File: config.mk
export PLATFORM = sky130hd
export DESIGN_NAME = pipe_stage_buf
export DESIGN_NICKNAME = d
export VERILOG_FILES = /design/src/rtl/pipe_stage_buf.sv
export SDC_FILE = /design/constraint.sdc
export NUM_CORES = 1
export LEC_CHECK = 0
export BUFFER_PORTS_ARGS = -buffer_cell sky130_fd_sc_hd__buf_2
export CORE_MARGIN = 10
export CORE_UTILIZATION = 58
export DETAILED_ROUTE_END_ITERATION = 8
export PLACE_DENSITY = 0.85
export SETUP_SLACK_MARGIN = 0.02
export SYNTH_ARGS = -nofsm -noshare
export SYNTH_HDL_FRONTEND = slang
export SYNTH_SLANG_ARGS = --single-unit
File: constraint.sdc
create_clock -name clk -period 6.1 [get_ports clk]
set_clock_uncertainty 0.05 [all_clocks]
set_input_delay 0.305 -clock clk [delete_from_list [all_inputs] [get_ports clk]]
set_output_delay 0.305 -clock clk [all_outputs]
set_load 0.02 [all_outputs]
File: src/rtl/pipe_stage_buf.sv
// pipe_stage_buf: valid/ready pipeline register with optional 2-entry skid buffer, flush and perf counters
// Ports: clk/rst (sync, active-high); flush kills held entries;
//   in_valid/in_ready/in_data upstream; out_valid/out_ready/out_data downstream (NOP_VALUE when idle);
//   occupancy = held entries; bubble_cnt/hold_cnt saturating counts of idle and stalled cycles.
module pipe_stage_buf #(
  parameter int DATA_W = 81,
  parameter logic [DATA_W-1:0] NOP_VALUE = '0,
  parameter int SKID = 1,
  parameter int CNT_W = 32
) (
  input  logic              clk,
  input  logic              rst,
  input  logic              flush,
  input  logic              in_valid,
  output logic              in_ready,
  input  logic [DATA_W-1:0] in_data,
  output logic              out_valid,
  input  logic              out_ready,
  output logic [DATA_W-1:0] out_data,
  output logic [1:0]        occupancy,
  output logic [CNT_W-1:0]  bubble_cnt,
  output logic [CNT_W-1:0]  hold_cnt
);
  logic              m_v_q, m_v_d, s_v_q, s_v_d;
  logic [DATA_W-1:0] m_d_q, m_d_d, s_d_q, s_d_d;
  logic [CNT_W-1:0]  bubble_q, bubble_d, hold_q, hold_d;
  logic              acc, fire;
  // With SKID=0 the skid entry never fills, so the shared next-state logic
  // reduces exactly to the single-register behaviour.
  assign in_ready   = (SKID != 0) ? !s_v_q : (!m_v_q || out_ready);
  assign acc        = in_valid && in_ready;
  assign fire       = m_v_q && out_ready;
  assign out_valid  = m_v_q;
  assign out_data   = m_v_q ? m_d_q : NOP_VALUE;
  assign occupancy  = 2'(m_v_q) + 2'(s_v_q);
  assign bubble_cnt = bubble_q;
  assign hold_cnt   = hold_q;
  always_comb begin
    m_v_d    = !flush && (acc || s_v_q || (m_v_q && !out_ready));
    m_d_d    = (!m_v_q || (fire && !s_v_q)) ? in_data : (fire ? s_d_q : m_d_q);
    s_v_d    = (SKID != 0) && !flush && (s_v_q ? !fire : (acc && m_v_q && !out_ready));
    s_d_d    = s_v_q ? s_d_q : in_data;
    bubble_d = (!m_v_q && !(&bubble_q)) ? bubble_q + CNT_W'(1) : bubble_q;
    hold_d   = (m_v_q && !out_ready && !(&hold_q)) ? hold_q + CNT_W'(1) : hold_q;
  end
  always_ff @(posedge clk) begin
    if (rst) begin
      m_v_q    <= 1'b0;
      s_v_q    <= 1'b0;
      m_d_q    <= '0;
      s_d_q    <= '0;
      bubble_q <= '0;
      hold_q   <= '0;
    end else begin
      m_v_q    <= m_v_d;
      s_v_q    <= s_v_d;
      m_d_q    <= m_d_d;
      s_d_q    <= s_d_d;
      bubble_q <= bubble_d;
      hold_q   <= hold_d;
    end
  end
endmodule

==> summary.txt, run 1 <==
STA
  • Slew HR: 17.8%
  • Final Hold Fails: 0
  • Hold Slack: 7.29 ps
  • RSZ-0062 raised after global routing: no
  • Tcrit/Tclk final: 45.5%
  • Setup TNS Final: 0 ps
  • Fin. max-slew vios: 0
  • # setup viols final: 0
  • Worst Max-Slew Pin Slew: 1220 ps
  • Min Clock Period, post-route: 2780 ps
  • Max Fclk: 360 MHz

Synth
  • Post-synthesis cell type count: 46
  • Synthesized area per cell: 8.20 um2
  • Post-Synth Adder-Cell Area: 0.379%
  • Simple-gate area share of the yosys netlist: 33.8%
  • Mapped Area: 0.00991 mm2
  • Asr flop ratio synth: 0%
  • Synthesized net count: 1297
  • Post-synthesis sequential area ratio: 46.1%
  • Post-synth top flop: dfxtp_1
  • Post-Synth XOR/XNOR Area: 1.94%
  • Post-Syn Instances: 1208
  • Number of synthesized flops with an enable pin: 0
  • Synth warn: 0
  • Complex-gate fraction of the synthesized area: 5.11%
  • Mux cell area share after synthesis: 9.28%
  • Seq cells post-synth: 228
  • Largest family of logic cells by synthesized area: simple AND/OR/NAND/NOR gates

Global routing
  • M1 GR Usage: 29.1%
  • Pin count of the biggest net entering global routing: 94
  • Vias in the first global route: 9283
  • Met2 usage: 39.7%
  • Global-route met3 utilization: 4.98%
  • Global routing's busiest layer: met2
  • Initial antenna violation count: 0
  • GRT Util Overall: 23.4%
  • Grt total ovfl: 0
  • First-pass GRT wire length: 45200 um

Worst setup path
  • CP endpoint: hold_cnt[21]$_SDFFE_PP0P_
  • Worst EP required: 6480 ps
  • WP data arrival: 3150 ps
  • R2r endpoint: hold_cnt[21]$_SDFFE_PP0P_
  • Buffers and inverters on the worst path: 0
  • Crit Path Class: flop to flop
  • Source of the worst register-to-register timing path: out_valid$_SDFF_PP0_
  • Top delay family on crit path: simple AND/OR/NAND/NOR gates
  • CP Max Fanout: 89
  • Critical Path Stages: 5
  • CP peak stage delay: 730 ps
  • Crit start category: flop
  • Worst-case register-to-register setup slack: 3320 ps
  • CP max-delay cell: nor4_1
  • Critical Path Start: out_valid$_SDFF_PP0_
  • Reg2reg path depth: 5
  • Worst-path cell chain: nand2b_4, nor4_1, o21ai_2, or4b_2, a21oi_1
  • CP Capture Type: flop

Power
  • Maximum vdd ir drop: 0.000240 V
  • Net Sw Frac: 22.7%
  • Lkg Pwr: 5.36 nW
  • Sequential cell fraction of total power: 48.2%
  • Pwr Density: 270 mW/mm2
  • Clk pwr share: 44.6%
  • Combinational group share of total power: 7.2%
  • P_sw: 0.000753 W
  • Int Pwr: 0.00256 W

Floorplan
  • Die ar.: 0.0227 mm2
  • Initial Utilization: 59.5%
  • Chip height: 151 um
  • Die width: 151 um
  • Core ar.: 0.0166 mm2
  • Row count: 47
  • Ports: 235

Final layout
  • Most frequent cells in the layout: nor2_1 (377), buf_2 (233), dfxtp_1 (226), nor4_1 (96), mux2i_1 (84)
  • Area Overhead vs Synth: 23.7%
  • Multi-input gate area: 0.00503 mm2
  • Share of cells above drive strength 1: 20.8%
  • Final net count: 1514
  • Antenna Cells: 0
  • Sequential cell area: 0.00457 mm2
  • Finished Layout Cells: 1660
  • Fillers: 1234
  • Fin area: 0.0123 mm2
  • Most common cell after layout, fill and taps aside: nor2_1
  • Utilization after layout: 73.6%

Routing
  • DR vias/cell: 5.68
  • First DRT Iteration DRCs: 555
  • DRC errors left: 0
  • Drt wl/cell: 16.7 um
  • Total Wirelength: 27800 um
  • DRT Pass-1 Iters: 7
  • Antenna Nets Post-Route: 0
  • Vias after detailed routing: 9425

Place
  • RePlAce Congestion: 0.925
  • DP Area: 0.0111 mm2
  • Post-DP HPWL: 17700 um
  • Port Buffers: 234
  • Inst Count DP: 1587

Clock network
  • Worst skew pair latency: 510 ps
  • CTS sink count: 228
  • Max Buffers Root-to-Sink: 3
  • CTS buffer count: 24
  • CTS clock-pin slew for the worst setup and hold paths: 60 ps
  • Htree depth: 1
  • Post_cts resized: 0
  • Setup Fix Bufs, Post-CTS: 0
  • CTS root buf: clkbuf_16
  • TritonCTS clock tree: yes
  • Number of hold buffers added after cts: 32

Flow run
  • Max-Cap Viols: 0

Worst hold path
  • Worst hold path class: input pin to flop
  • Hold Path Stages: 3

Status
  • Status: complete, no violations
cell usage after synthesis (6+ instances only):
cell type	number	share of area, %
nor2_1	377	14
dfxtp_1	228	46
nor4_1	96	6.1
mux2i_1	84	8.5
and2_1	81	5.1
clkbuf_1	71	2.7
a21oi_1	31	1.6
nand2_1	29	1.1
nand4_1	23	1.5
o21ai_0	21	1.1
or3_1	17	1.1
nand3_1	14	0.71
or4_1	12	0.91
xnor2_1	11	0.97
xor2_1	11	0.97
inv_1	9	0.34
nor3_1	8	0.40
buf_1	7	0.27
mux2_2	7	0.80
nand2b_1	7	0.44
nor2b_1	7	0.44
o211ai_1	6	0.45
power by group through the flow:
stage | combinational [W] | sequential, W | clock [W]
3_3_place_gp | 0.000214 | 0.00162 | 0
6_report | 0.000238 | 0.00160 | 0.00148
2_1_floorplan | 0.000141 | 0.00162 | 0
5_1_grt | 0.000266 | 0.00160 | 0.00156
4_1_cts | 0.000239 | 0.00159 | 0.00150
3_5_place_dp | 0.000220 | 0.00163 | 0
per-stage QoR:
step,power (W),setup WS [ps]
after floorplan,0.00176,3650
after CTS,0.00333,3290
after global placement,0.00184,3160
final,0.00331,3320
after detailed placement,0.00185,3110
after global routing,0.00343,3140
flip-flops by register name, indices dropped and copies added (netlist names):
| name | flops |
|---|---|
| s_v_q | 1 |
| hold_cnt | 32 |
| s_d_q | 81 |
| bubble_cnt | 32 |
| m_d_q | 81 |
| out_valid | 1 |
tightest hold or removal path, delay by kind of cell:
family	cells	cell delay [ps]
buffers and inverters	1	90
muxes	1	60
and+or+nand+nor	1	70
layer usage:
layer | vias up | share of wire [%]
li1 | 4568 | -
met1 | 4469 | 42
met2 | 340 | 48
met3 | 48 | 7.8
met4 | 0 | 2.2
met5 | - | 0
logic make-up after synthesis:
family | Yosys count
multiplexers | 91
adder cells (fa/ha/maj) | 3
XOR/XNOR | 22
AO/OA/AOI/OAI | 83
flip-flops | 228
buffers and inverters | 90
AND/OR/NAND/NOR | 691
how the worst min path moves through the flow:
stage,startpoint,to,slack (ps)
2_1_floorplan,flush,out_valid$_SDFF_PP0_,330
6_report,in_data[14],s_d_q[14]$_SDFFE_PP0N_,7
3_3_place_gp,s_d_q[30]$_SDFFE_PP0N_,s_d_q[30]$_SDFFE_PP0N_,430
4_1_cts,in_data[72],s_d_q[72]$_SDFFE_PP0N_,0.1
5_1_grt,in_data[19],s_d_q[19]$_SDFFE_PP0N_,8
3_5_place_dp,m_d_q[64]$_SDFFE_PP0P_,m_d_q[64]$_SDFFE_PP0P_,430
layout make-up:
class / instances / area share, %
Multi-Input combinational cell: 890 / 41.1
Clock inverter: 5 / 0.613
Sequential cell: 228 / 37.3
Tap cell: 220 / 2.25
Clock buffer: 36 / 5.93
Timing Repair Buffer: 272 / 12.6
Inverter: 9 / 0.276
Power figures use the tool's default switching activity.
==> run 2, diff against run 1 <==
--- a/config.mk
+++ b/config.mk
@@ -7,9 +7,9 @@
 export LEC_CHECK = 0
 export BUFFER_PORTS_ARGS = -buffer_cell sky130_fd_sc_hd__buf_2
 export CORE_MARGIN = 10
-export CORE_UTILIZATION = 58
+export CORE_UTILIZATION = 54
 export DETAILED_ROUTE_END_ITERATION = 8
-export PLACE_DENSITY = 0.85
+export PLACE_DENSITY = 0.8
 export SETUP_SLACK_MARGIN = 0.02
 export SYNTH_ARGS = -nofsm -noshare
 export SYNTH_HDL_FRONTEND = slang
==> constraint.sdc (replaced) <==
create_clock -name clk -period 2.86 [get_ports clk]
set_clock_uncertainty 0.05 [all_clocks]
set_input_delay 0.143 -clock clk [delete_from_list [all_inputs] [get_ports clk]]
set_output_delay 0.143 -clock clk [all_outputs]
set_load 0.02 [all_outputs]
==> summary.txt, run 2 (synthesis gave the netlist of run 1 again) <==
Routing
  • Total Wirelength: 29800 um (+7.4%)
  • DRT Pass-1 Iters: 5 (-2)
  • Drt wl/cell: 17.2 um (+2.6%)
  • First DRT Iteration DRCs: 635 (+14%)
  • Antenna Nets Post-Route: 0 (unchanged)
  • DR vias/cell: 5.63 (-0.80%)
  • Vias after detailed routing: 9783 (+3.8%)
  • DRC errors left: 0 (unchanged)

Clock network
  • CTS sink count: 228 (unchanged)
  • CTS root buf: clkbuf_16
  • CTS clock-pin slew for the worst setup and hold paths: 60 ps (about the same)
  • Post_cts resized: 0 (unchanged)
  • Worst skew pair latency: 510 ps (about the same)
  • Htree depth: 1 (unchanged)
  • TritonCTS clock tree: yes
  • CTS buffer count: 25 (+4.2%)
  • Max Buffers Root-to-Sink: 3 (unchanged)

Place
  • RePlAce Congestion: 0.899 (-2.9%)
  • Port Buffers: 234 (unchanged)
  • Post-DP HPWL: 18200 um (+2.6%)
  • DP Area: 0.0112 mm2 (+1.0%)

Worst hold path
  • HP Start: rst
  • Worst hold path class: input pin to flop

Final layout
  • Top Registers: m_d_q (81), s_d_q (81)
  • Fin area: 0.0129 mm2 (+5.5%)
  • Area Overhead vs Synth: 30.6%
  • Share of cells above drive strength 1: 21.0% (+0.14 points)
  • Most common cell after layout, fill and taps aside: nor2_1
  • Final net count: 1578 (+4.2%)
  • Utilization after layout: 71.8% (-1.9 points)
  • Most frequent cells in the layout: nor2_1 (377), buf_2 (233), dfxtp_1 (226), nor4_1 (96), dlygate4sd3_1 (85)
  • Fillers: 1305 (+5.8%)

Worst setup path
  • Most used cell, CP: or3_1
  • CP peak stage delay: 480 ps (-250 ps)
  • Critical Path Start: hold_cnt[0]$_SDFFE_PP0P_
  • Worst-path cell chain: ha_1, nand3_2, or3_1, or3_1, or4_1, a21oi_1
  • CP max-delay cell: or3_1
  • WP data arrival: 2890 ps (-260 ps)
  • Worst EP required: 3230 ps (-3250 ps)
  • CP Max Fanout: 8 (-91%)
  • Crit start category: flop
  • CP Capture Type: flop
  • Crit Path Class: flop to flop
  • Source of the worst register-to-register timing path: hold_cnt[0]$_SDFFE_PP0P_

Status
  • Status: complete, no violations

STA
  • Slew HR: 26.0% (+8.2 points)
  • Fin. max-slew vios: 0 (unchanged)
  • Setup TNS Final: 0 ps (unchanged)
  • Tcrit/Tclk final: 88.3% (+43 points)
  • Worst Max-Slew Pin Slew: 1110 ps (-111 ps)
  • Min Clock Period, post-route: 2530 ps (-250 ps)
  • # setup viols final: 0 (unchanged)
  • Max Fclk: 396 MHz (+9.9%)
  • RSZ-0062 raised after global routing: no
  • Final Hold Fails: 0 (unchanged)

Global routing
  • First-pass GRT wire length: 48500 um (+7.3%)
  • GRT Util Overall: 23.4% (+0.027 points)
  • Vias in the first global route: 9671 (+4.2%)
  • Pin count of the biggest net entering global routing: 149 (+59%)
  • Initial antenna violation count: 1 (+1)
  • Grt total ovfl: 0 (unchanged)

Floorplan
  • Row count: 49 (+4.3%)
  • Die ar.: 0.0242 mm2 (+6.4%)
  • Die width: 155 um (+3.2%)
  • Core ar.: 0.0180 mm2 (+8.3%)
  • Initial Utilization: 55.0% (-4.6 points)
  • Ports: 235 (unchanged)
  • Chip height: 155 um (+3.2%)

Power
  • P_sw: 0.00166 W (+120%)
  • Sequential cell fraction of total power: 47.1% (-1.1 points)
  • Maximum vdd ir drop: 0.000449 V (+87%)
  • Int Pwr: 0.00555 W (+120%)
  • Combinational group share of total power: 8.1% (+0.9 points)
  • Design Power: 0.00722 W (+120%)
  • Pwr Density: 558 mW/mm2 (+110%)
  • Clk pwr share: 44.8% (+0.2 points)
  • Lkg Pwr: 5.67 nW (+5.8%)
  • Net Sw Frac: 23.0% (+0.33 points)

Flow run
  • Max-Cap Viols: 0 (unchanged)
==> run 2: per-layer routing <==
metal	routed length [um]	share of wire [%]	track usage [%]
met5	0	0	0
met4	728	2.4	6.82
met3	2540	8.5	5.71
met2	14500	49	39.7
met1	12100	40	28.8
==> run 2: per-stage QoR <==
step | std cells | setup WS [ps] | hold WS (ps)
after global routing | 1737 | 190 | 241
final | 1737 | 334 | 162
after floorplan | 1208 | 412 | 171
after global placement | 1606 | 486 | 303
after detailed placement | 1606 | 397 | 296
after CTS | 1736 | 360 | 201
==> run 2: final cells by class <==
class | instances | area [um2] | area share, %
clock inverters | 10 | 104 | 0.803
multi-input cells | 890 | 5030 | 38.9
clock buffers | 35 | 733 | 5.67
well taps | 229 | 287 | 2.22
repair buffers | 335 | 2170 | 16.8
diodes | 1 | 2.50 | 0.0193
flip-flops and latches | 228 | 4570 | 35.3
inverters | 9 | 33.8 | 0.261
==> run 2: final timing paths <==
| kind | slack [ps] | endpoint | cells after the start |
|---|---|---|---|
| worst max-delay path | 330 | hold_cnt[26]$_SDFFE_PP0P_ | 6 |
| worst min-delay path | 160 | hold_cnt[16]$_SDFFE_PP0P_ | 2 |
| worst max register to register | 330 | hold_cnt[26]$_SDFFE_PP0P_ | 6 |
| worst min register to register | 440 | m_d_q[66]$_SDFFE_PP0P_ | 2 |
==> run 2: repair_timing <==
item                                   CTS  global route
setup endpoints to repair                0             0
setup buffers                            0             0
endpoints found under the hold margin  164             0
hold buffers                            85             0
==> run 2: critical path: cells and delay by family (launching register included) <==
| kind | cells | cell delay (ps) |
|---|---|---|
| simple gates | 4 | 1510 |
| flops | 1 | 440 |
| fa+ha+maj | 1 | 270 |
| compound gates | 1 | 160 |
==> run 2: power by group through the flow <==
stage	clock network [W]	logic [W]	registers, W
floorplan	0	0.000301	0.00345
finish	0.00323	0.000584	0.00340
global placement	0	0.000469	0.00346
global route	0.00341	0.000640	0.00342
CTS	0.00329	0.000572	0.00340
detailed placement	0	0.000480	0.00347
